File: src/rtl/ps2_host_tx_pkg.sv
// Shared types and constants for the PS/2 host transmit path.
// Also holds the command/reply byte values used by the receive side.
package ps2_host_tx_pkg;

  typedef enum logic [2:0] {
    IDLE,
    INHIBIT,
    REQ,
    SEND,
    WAIT_REL,
    DONE,
    ERR
  } state_t;

  localparam logic [7:0] CMD_SET_LED  = 8'hED;
  localparam logic [7:0] CMD_ECHO     = 8'hEE;
  localparam logic [7:0] CMD_RESET    = 8'hFF;
  localparam logic [7:0] REPLY_ACK    = 8'hFA;
  localparam logic [7:0] REPLY_RESEND = 8'hFE;

  // Falling-edge numbers within a frame; edges 1-8 carry D0..D7.
  localparam logic [3:0] EDGE_LAST_DATA = 4'd8;
  localparam logic [3:0] EDGE_PARITY    = 4'd9;
  localparam logic [3:0] EDGE_STOP      = 4'd10;
  localparam logic [3:0] EDGE_ACK       = 4'd11;

  function automatic logic odd_parity(input logic [7:0] b);
    return ~^b;
  endfunction

endpackage

File: src/rtl/ps2_host_tx_sync_edge.sv
// Multi-flop synchroniser for one PS/2 line plus a registered falling-edge pulse.
// Flops reset high so a released (idle) line never produces a spurious edge.
module ps2_host_tx_sync_edge #(
  parameter int SYNC_STAGES = 2
) (
  input  logic CLOCK_50,
  input  logic resetn,
  input  logic raw_i,
  output logic sync_o,
  output logic fall_o
);

  logic [SYNC_STAGES-1:0] sync_q;
  logic                   prev_q;
  logic                   fall_q;

  always_ff @(posedge CLOCK_50 or negedge resetn) begin
    if (!resetn) begin
      sync_q <= '1;
      prev_q <= 1'b1;
      fall_q <= 1'b0;
    end else begin
      sync_q <= {sync_q[SYNC_STAGES-2:0], raw_i};
      prev_q <= sync_q[SYNC_STAGES-1];
      fall_q <= prev_q & ~sync_q[SYNC_STAGES-1];
    end
  end

  assign sync_o = sync_q[SYNC_STAGES-1];
  assign fall_o = fall_q;

endmodule

File: src/rtl/ps2_host_tx.sv
// PS/2 host-to-device command transmitter (one byte per request, open-collector low-enables).
// Optional per-frame watchdog enabled by defining PS2_TX_TIMEOUT_EN.
//
// state    | meaning
// IDLE     | lines released, tx_ready high, waiting for tx_valid
// INHIBIT  | hold ps2_clk low for INHIBIT_CYCLES
// REQ      | start bit on data, clock released next cycle
// SEND     | shift D0..D7, parity, stop on device clock falls; sample ACK on edge 11
// WAIT_REL | wait for device to release clock and data
// DONE     | one-cycle tx_done
// ERR      | one-cycle tx_err, lines released
module ps2_host_tx
  import ps2_host_tx_pkg::*;
#(
  parameter int INHIBIT_CYCLES = 6000,
  parameter int TIMEOUT_CYCLES = 1000000,
  parameter int SYNC_STAGES    = 2
) (
  input  logic       CLOCK_50,
  input  logic       resetn,
  input  logic [7:0] tx_data,
  input  logic       tx_valid,
  output logic       tx_ready,
  input  logic       ps2_clk_in,
  input  logic       ps2_data_in,
  output logic       ps2_clk_oe,
  output logic       ps2_data_oe,
  output logic       tx_done,
  output logic       tx_err
);

  localparam int INH_W = $clog2(INHIBIT_CYCLES);

  state_t             state_q, state_d;
  logic [7:0]         shift_q, shift_d;
  logic               parity_q, parity_d;
  logic [3:0]         bit_cnt_q, bit_cnt_d;
  logic [INH_W-1:0]   inh_cnt_q, inh_cnt_d;
  logic               clk_oe_q, clk_oe_d;
  logic               data_oe_q, data_oe_d;
  logic [3:0]         edge_n;

  logic clk_sync, clk_fall;
  logic data_sync, data_fall_unused;

  ps2_host_tx_sync_edge #(.SYNC_STAGES(SYNC_STAGES)) u_sync_clk (
    .CLOCK_50 (CLOCK_50),
    .resetn   (resetn),
    .raw_i    (ps2_clk_in),
    .sync_o   (clk_sync),
    .fall_o   (clk_fall)
  );

  // Data edges belong to the receive path; only the level is needed here.
  ps2_host_tx_sync_edge #(.SYNC_STAGES(SYNC_STAGES)) u_sync_data (
    .CLOCK_50 (CLOCK_50),
    .resetn   (resetn),
    .raw_i    (ps2_data_in),
    .sync_o   (data_sync),
    .fall_o   (data_fall_unused)
  );

  assign edge_n = bit_cnt_q + 4'd1;

`ifdef PS2_TX_TIMEOUT_EN
  localparam int WD_W = $clog2(TIMEOUT_CYCLES);
  logic [WD_W-1:0] wd_cnt_q, wd_cnt_d;
`endif

  always_comb begin
    state_d   = state_q;
    shift_d   = shift_q;
    parity_d  = parity_q;
    bit_cnt_d = bit_cnt_q;
    inh_cnt_d = inh_cnt_q;
    clk_oe_d  = clk_oe_q;
    data_oe_d = data_oe_q;

    case (state_q)
      IDLE: begin
        if (tx_valid) begin
          shift_d   = tx_data;
          parity_d  = odd_parity(tx_data);
          bit_cnt_d = '0;
          inh_cnt_d = INH_W'(INHIBIT_CYCLES - 1);
          clk_oe_d  = 1'b1;
          data_oe_d = 1'b0;
          state_d   = INHIBIT;
        end
      end
      INHIBIT: begin
        if (inh_cnt_q == '0) begin
          data_oe_d = 1'b1;
          state_d   = REQ;
        end else begin
          inh_cnt_d = inh_cnt_q - 1'b1;
        end
      end
      REQ: begin
        clk_oe_d = 1'b0;
        state_d  = SEND;
      end
      SEND: begin
        if (clk_fall) begin
          if (bit_cnt_q != EDGE_ACK) bit_cnt_d = edge_n;
          if (edge_n <= EDGE_LAST_DATA) begin
            data_oe_d = ~shift_q[0];
            shift_d   = {1'b0, shift_q[7:1]};
          end else if (edge_n == EDGE_PARITY) begin
            data_oe_d = ~parity_q;
          end else if (edge_n == EDGE_STOP) begin
            data_oe_d = 1'b0;
          end else begin
            data_oe_d = 1'b0;
            state_d   = data_sync ? ERR : WAIT_REL;
          end
        end
      end
      WAIT_REL: begin
        if (clk_sync && data_sync) state_d = DONE;
      end
      DONE: state_d = IDLE;
      ERR: begin
        clk_oe_d  = 1'b0;
        data_oe_d = 1'b0;
        state_d   = IDLE;
      end
      default: state_d = IDLE;
    endcase

`ifdef PS2_TX_TIMEOUT_EN
    wd_cnt_d = wd_cnt_q;
    if (state_q == IDLE) begin
      if (tx_valid) wd_cnt_d = WD_W'(TIMEOUT_CYCLES - 1);
    end else if (wd_cnt_q != '0) begin
      wd_cnt_d = wd_cnt_q - 1'b1;
    end else if (state_q != DONE && state_q != ERR) begin
      clk_oe_d  = 1'b0;
      data_oe_d = 1'b0;
      state_d   = ERR;
    end
`endif
  end

  always_ff @(posedge CLOCK_50 or negedge resetn) begin
    if (!resetn) begin
      state_q   <= IDLE;
      shift_q   <= '0;
      parity_q  <= 1'b0;
      bit_cnt_q <= '0;
      inh_cnt_q <= '0;
      clk_oe_q  <= 1'b0;
      data_oe_q <= 1'b0;
    end else begin
      state_q   <= state_d;
      shift_q   <= shift_d;
      parity_q  <= parity_d;
      bit_cnt_q <= bit_cnt_d;
      inh_cnt_q <= inh_cnt_d;
      clk_oe_q  <= clk_oe_d;
      data_oe_q <= data_oe_d;
    end
  end

`ifdef PS2_TX_TIMEOUT_EN
  always_ff @(posedge CLOCK_50 or negedge resetn) begin
    if (!resetn) wd_cnt_q <= '0;
    else         wd_cnt_q <= wd_cnt_d;
  end
`endif

  assign tx_ready    = (state_q == IDLE);
  assign tx_done     = (state_q == DONE);
  assign tx_err      = (state_q == ERR);
  assign ps2_clk_oe  = clk_oe_q;
  assign ps2_data_oe = data_oe_q;

endmodule

File: config.mk
export PLATFORM = sky130hd
export DESIGN_NAME = ps2_host_tx
export DESIGN_NICKNAME = d
export VERILOG_FILES = /design/src/rtl/ps2_host_tx_pkg.sv /design/src/rtl/ps2_host_tx_sync_edge.sv /design/src/rtl/ps2_host_tx.sv
export SDC_FILE = /design/constraint.sdc
export NUM_CORES = 1
export LEC_CHECK = 0
export BUFFER_PORTS_ARGS = -buffer_cell sky130_fd_sc_hd__buf_2
export CORE_ASPECT_RATIO = 1.5
export CORE_MARGIN = 1
export CORE_UTILIZATION = 50
export CTS_BUF_LIST = sky130_fd_sc_hd__clkbuf_8
export DETAILED_ROUTE_END_ITERATION = 10
export MAX_ROUTING_LAYER = met4
export PLACE_DENSITY = 0.65
export SLEW_MARGIN = 25
export SYNTH_ARGS = -nofsm -noshare
export SYNTH_HDL_FRONTEND = slang
export SYNTH_SLANG_ARGS = --single-unit
File: constraint.sdc
create_clock -name CLOCK_50 -period 2.1 [get_ports CLOCK_50]
set_input_delay 0.42 -clock CLOCK_50 [delete_from_list [all_inputs] [get_ports CLOCK_50]]
set_output_delay 0.42 -clock CLOCK_50 [all_outputs]
set_load 0.02 [all_outputs]
Word level (Yosys, flattened, before mapping)
Index checks and enable logic that the tools add are counted.
{ "word_totals": {"ff_bits": 37, "latchBits": 0, "mem_bits_rw": 0, "mem_bits_ro": 0, "output_inout_bits": 5, "elab_cells": 81, "memories": 0} }
{ "classes": {"addsub": 2, "mul": 0, "div_mod_pow": 0, "order_cmp": 1, "n_eq_ne": 19, "n_shift": 0, "muxes": 28, "n_bitwise": 4, "n_reduce_logical": 16} }
{ "op_table": {"columns": ["operator", "n"], "rows": [
  ["13-bit two-way mux", 2],
  ["13-bit case mux with 2 select lines", 1],
  ["8-bit two-way mux", 3],
  ["3-bit two-way mux", 7],
  ["2-bit inequality test, second input constant", 9],
  ["8-bit case mux with 2 select lines", 1],
  ["3-bit case mux with 5 select lines", 1],
  ["13-bit logical NOT", 1],
  ["13-bit by 1-bit subtractor with 13-bit output, second input constant", 1],
  ["4-bit two-way mux", 3],
  ["4-bit AND reduction", 3],
  ["3-bit equality test, second input constant", 3],
  ["4-bit equality test, second input constant", 2],
  ["4-bit case mux with 2 select lines", 1],
  ["8-bit XNOR reduction", 1],
  ["7-bit AND reduction", 1],
  ["3-bit by 2-bit equality test with 1-bit output, second input constant", 2],
  ["1-bit two-way mux", 6],
  ["2-bit nonzero test", 3],
  ["4-bit by 1-bit adder with 4-bit output, second input constant", 1],
  ["4-bit <= comparator, second input constant", 1],
  ["4-bit inequality test, second input constant", 1],
  ["1-bit case mux with 4 select lines", 1],
  ["2-bit AND reduction", 2],
  ["other kinds (11)", 13]
]} }

Depth between registers and ports, before layout
{ "logic_depth": {"ltp_word": 7, "mapped_depth": 6} }

By module
Synthesis repeated with hierarchy kept, for this count alone.
{ "unflattened": {"cells_unflattened": 223, "hier_area_um2": 2194.6} }
{ "modules_own_cells": {"columns": ["module", "n_inst", "cells_per_inst", "area_per_inst_um2", "seq_area_each_um2"], "rows": [
  ["ps2_host_tx", 1, 213, 1959.4, 775.7],
  ["ps2_host_tx_sync_edge", 2, 5, 117.6, 103.8]
]} }

Worst setup path before layout
Ideal clock, no wire load.
{ "synth_path": {"kind": "reg-to-reg", "from": "register inh_cnt_q[0]", "to": "register inh_cnt_q[10]", "setup_ns": 0.076, "t_arrival_ns": 1.823, "t_required_ns": 2.024, "slack_ns": 0.202, "path_stages_with_launch": 7, "path_buffers": 0, "period_less_slack_ns": 1.898, "cell_sequence": "dfrtp_1 > inv_1 > ha_1 > or3b_2 > a211o_1 > or3_1 > nand3_1"} }
{ "synth_between": {"elab_chain_len": 3, "word_cells_on_any_way": 6} }
{ "synth_rtl": {"columns": ["element", "line", "text"], "rows": [
  ["from (decl)", "ps2_host_tx.sv:38", "logic [INH_W-1:0] inh_cnt_q, inh_cnt_d;"],
  ["from (signal assigned)", "ps2_host_tx.sv:159", "inh_cnt_q <= inh_cnt_d;"],
  ["13-bit by 1-bit subtractor with 13-bit output or 13-bit logical NOT (tied branches)", "ps2_host_tx.sv:96, ps2_host_tx.sv:92", null],
  ["13-bit two-way mux or 2-bit inequality test (tied branches)", null, null],
  ["13-bit case mux with 2 select lines or 3-bit AND reduction (tied branches)", null, null]
]} }
Parallel ways exist; a longest one is shown, timed or not. The select of a mux whose other input is x is not followed.
A chain may end at the register's enable or synchronous reset.

Worst setup path after layout
{ "layout_path": {"from": "register inh_cnt_q[0]", "to": "register inh_cnt_q[12]"} }
Same word-level chain as after synthesis.

==> results.toml <==
[route]
dr.pass1.iters = 4
drt_iter0_markers = 84
wire_per_inst_um = 16.9
drc = 0
postRouteAntennaNets = 0
via_per_inst = 6.27
routed_wl_mm = 4.89
vias = 1819

[global_routing]
grt_pass1_vias = 1784
grt_start_max_net_pins = 38
grt_pass1_wl_mm = 7.82
grtUsageTotal = 0.254
overflow = 0
antenna_found_initial = 0

[synth]
seq_area_frac_synth = 0.444
synth_ff_type = "dfrtp_1"
synth_edf_count = 0
syn_nets = 231
syn-cell-area_um2 = 2100
avgSynthCellArea_um2 = 9.86
synth-seq-cells = 37
ys_types = 50
async_flop_share = 1.00
ys_warn_count = 0
synth_cells = 213

[sta]
maxSlewHeadroom = 0.460
period_share = 0.924
fin_crit_ps = 1940
rsz0062_at_grt = "false"
fin_skew_ps = 9.38
fin_ws_ps = 159
slew_violations = 0
report.final.hold_viol_count = 0
finalSetupViolCount = 0
clock.fmax_ghz = 0.515
fin_tns_setup_ps = 0
worst_pin_slew_ps = 811

[clock_tree]
clk_latency_ps = 290
root_buffer = "clkbuf_8"
cts_made_buffers = 5
holdBufCountCts = 0
cts_tree = "done"
clk_path_buf_depth = 2
cts.clk_slew.worst_paths_ps = 70
ctsHtreeMaxLevel = 2
post-cts-setup-buffer-count = 0
cts_resized = 0
clkSinkCount = 37

[worst_hold_path]
holdCritPathClass = "input port to asynchronous set/reset pin"

[worst_setup_path]
worstPathArrival_ps = 2160
path_cells = "inv_1, ha_1, or3b_4, a211o_1, nor4_2, mux2i_1"
start_kind = "register"
path_buf_inv = 1
crit_path_max_incr_delay_ps = 410
crit_type = "register to register"
worst_path_dominant_cell_family = "simple AND/OR/NAND/NOR gates"
worst_ep_required_time_ps = 2320
end_kind = "register"
path_max_fanout = 5
cp_slowest_cell = "dfrtp_1"

[pwr]
power_mw = 2.85
power_density_nw_per_um2 = 1180
vdd_ir_drop_max_v = 0.000901
leakage_nw = 1.00

[layout]
layout_common_cells = "dfrtp_1, nor2_1, buf_2"
drive_above_1_share = 0.216
final_common_cell = "dfrtp_1"
nFillCells = 370
syn2layout_area_growth_pct = 14.6
finish.net_count = 262
seqCellArea_um2 = 932
finalInstanceArea_um2 = 2410
diodes = 0
multi_input_area_um2 = 1120

[placement]
port_buffers = 17
dp_slack_ps = 72.9
gp_congestion = 0.795
place_area_um2 = 2320
dpl.hpwl_mm = 3.63

[floorplan]
core-area_um2 = 3990
initial_core_util = 0.526
dieHeight_um = 81.4
dieArea_um2 = 4470
ios = 18
fp.dieW_um = 54.9
rows = 28

[job]
maxCapViolCount = 0

[outcome]
status = "completed"
flip-flops by register name (all words and copies together) (netlist names):
name / count
bit_cnt_q: 4
inh_cnt_q: 13
parity_q: 1
ps2_clk_oe: 1
ps2_data_oe: 1
shift_q: 8
state_q: 3
u_sync_clk.fall_o: 1
u_sync_clk.prev_q: 1
u_sync_clk.sync_q: 2
u_sync_data.sync_q: 2
cell families (layout without fill, tap and decap cells):
logic type | Yosys count | count (layout) | synth area share
AO/OA/AOI/OAI | 57 | 57 | 0.189
XOR/XNOR | 8 | 8 | 0.0334
adder cells (fa/ha/maj) | 5 | 5 | 0.0298
buffers and inverters | 14 | 46 | 0.0256
flip-flops | 37 | 37 | 0.444
multiplexers | 5 | 5 | 0.0244
AND/OR/NAND/NOR | 87 | 87 | 0.254
cells in the mapped netlist (all sizes together), types with 4 or more instances:
library cell / count / area share
nand3: 7 / 0.017
mux2i: 4 / 0.019
nor2b: 5 / 0.015
nor4: 4 / 0.015
nand2: 8 / 0.014
a22oi: 8 / 0.029
dfstp: 5 / 0.063
clkbuf: 4 / 0.0071
ha: 5 / 0.030
a211oi: 9 / 0.032
xnor2: 7 / 0.029
o21ai: 8 / 0.019
inv: 8 / 0.014
nor2: 17 / 0.030
dfrtp: 32 / 0.38
a21oi: 11 / 0.026
and2: 11 / 0.033
nor3: 6 / 0.014
or3: 5 / 0.015
metrics by stage:
stage | hold WS (ps) | utilization | std cells
2_1_floorplan | 124 | - | 213
4_1_cts | 219 | 0.601 | 290
3_3_place_gp | 346 | 0.580 | 282
5_1_grt | 220 | 0.603 | 290
6_report | 213 | 0.603 | 290
3_5_place_dp | 348 | 0.580 | 282
cell type report:
class                      count  share of cell area
clock buffer                   5              0.0286
clock inverter                 3             0.00572
inverter                       8              0.0125
multi-input combinational    162               0.467
sequential                    37               0.387
tap                           45              0.0234
timing repair buffer          30              0.0759
layer usage:
metal  up-vias  global-route usage  routed length, um
li1        860                   -                  -
met4         0              0.0925                 88
met2        32               0.461               2690
met5         -                   -                  0
met3         9              0.0449                115
met1       918               0.260               1990
power by group:
part	internal, mW	leakage, nW	switching (mW)	total (mW)
sequential	0.917	0.425	0.158	1.07
combinational	0.561	0.528	0.748	1.31
clock	0.225	0.0491	0.241	0.466
total	1.70	1.00	1.15	2.85
path summary, 6_finish.rpt:
path,start,to,slack (ps),cells past startpoint
max,inh_cnt_q[0],inh_cnt_q[12],160,6
min reg2reg,u_sync_data.sync_q[0],u_sync_data.sync_q[1],360,0
max reg2reg,inh_cnt_q[0],inh_cnt_q[12],160,6
max in group asynchronous,resetn,shift_q[4],1370,1
min in group CLOCK_50,ps2_clk_in,u_sync_clk.sync_q[0],230,1
min,resetn,state_q[2],210,1
Note: power is estimated with default switching activity, not from simulation.
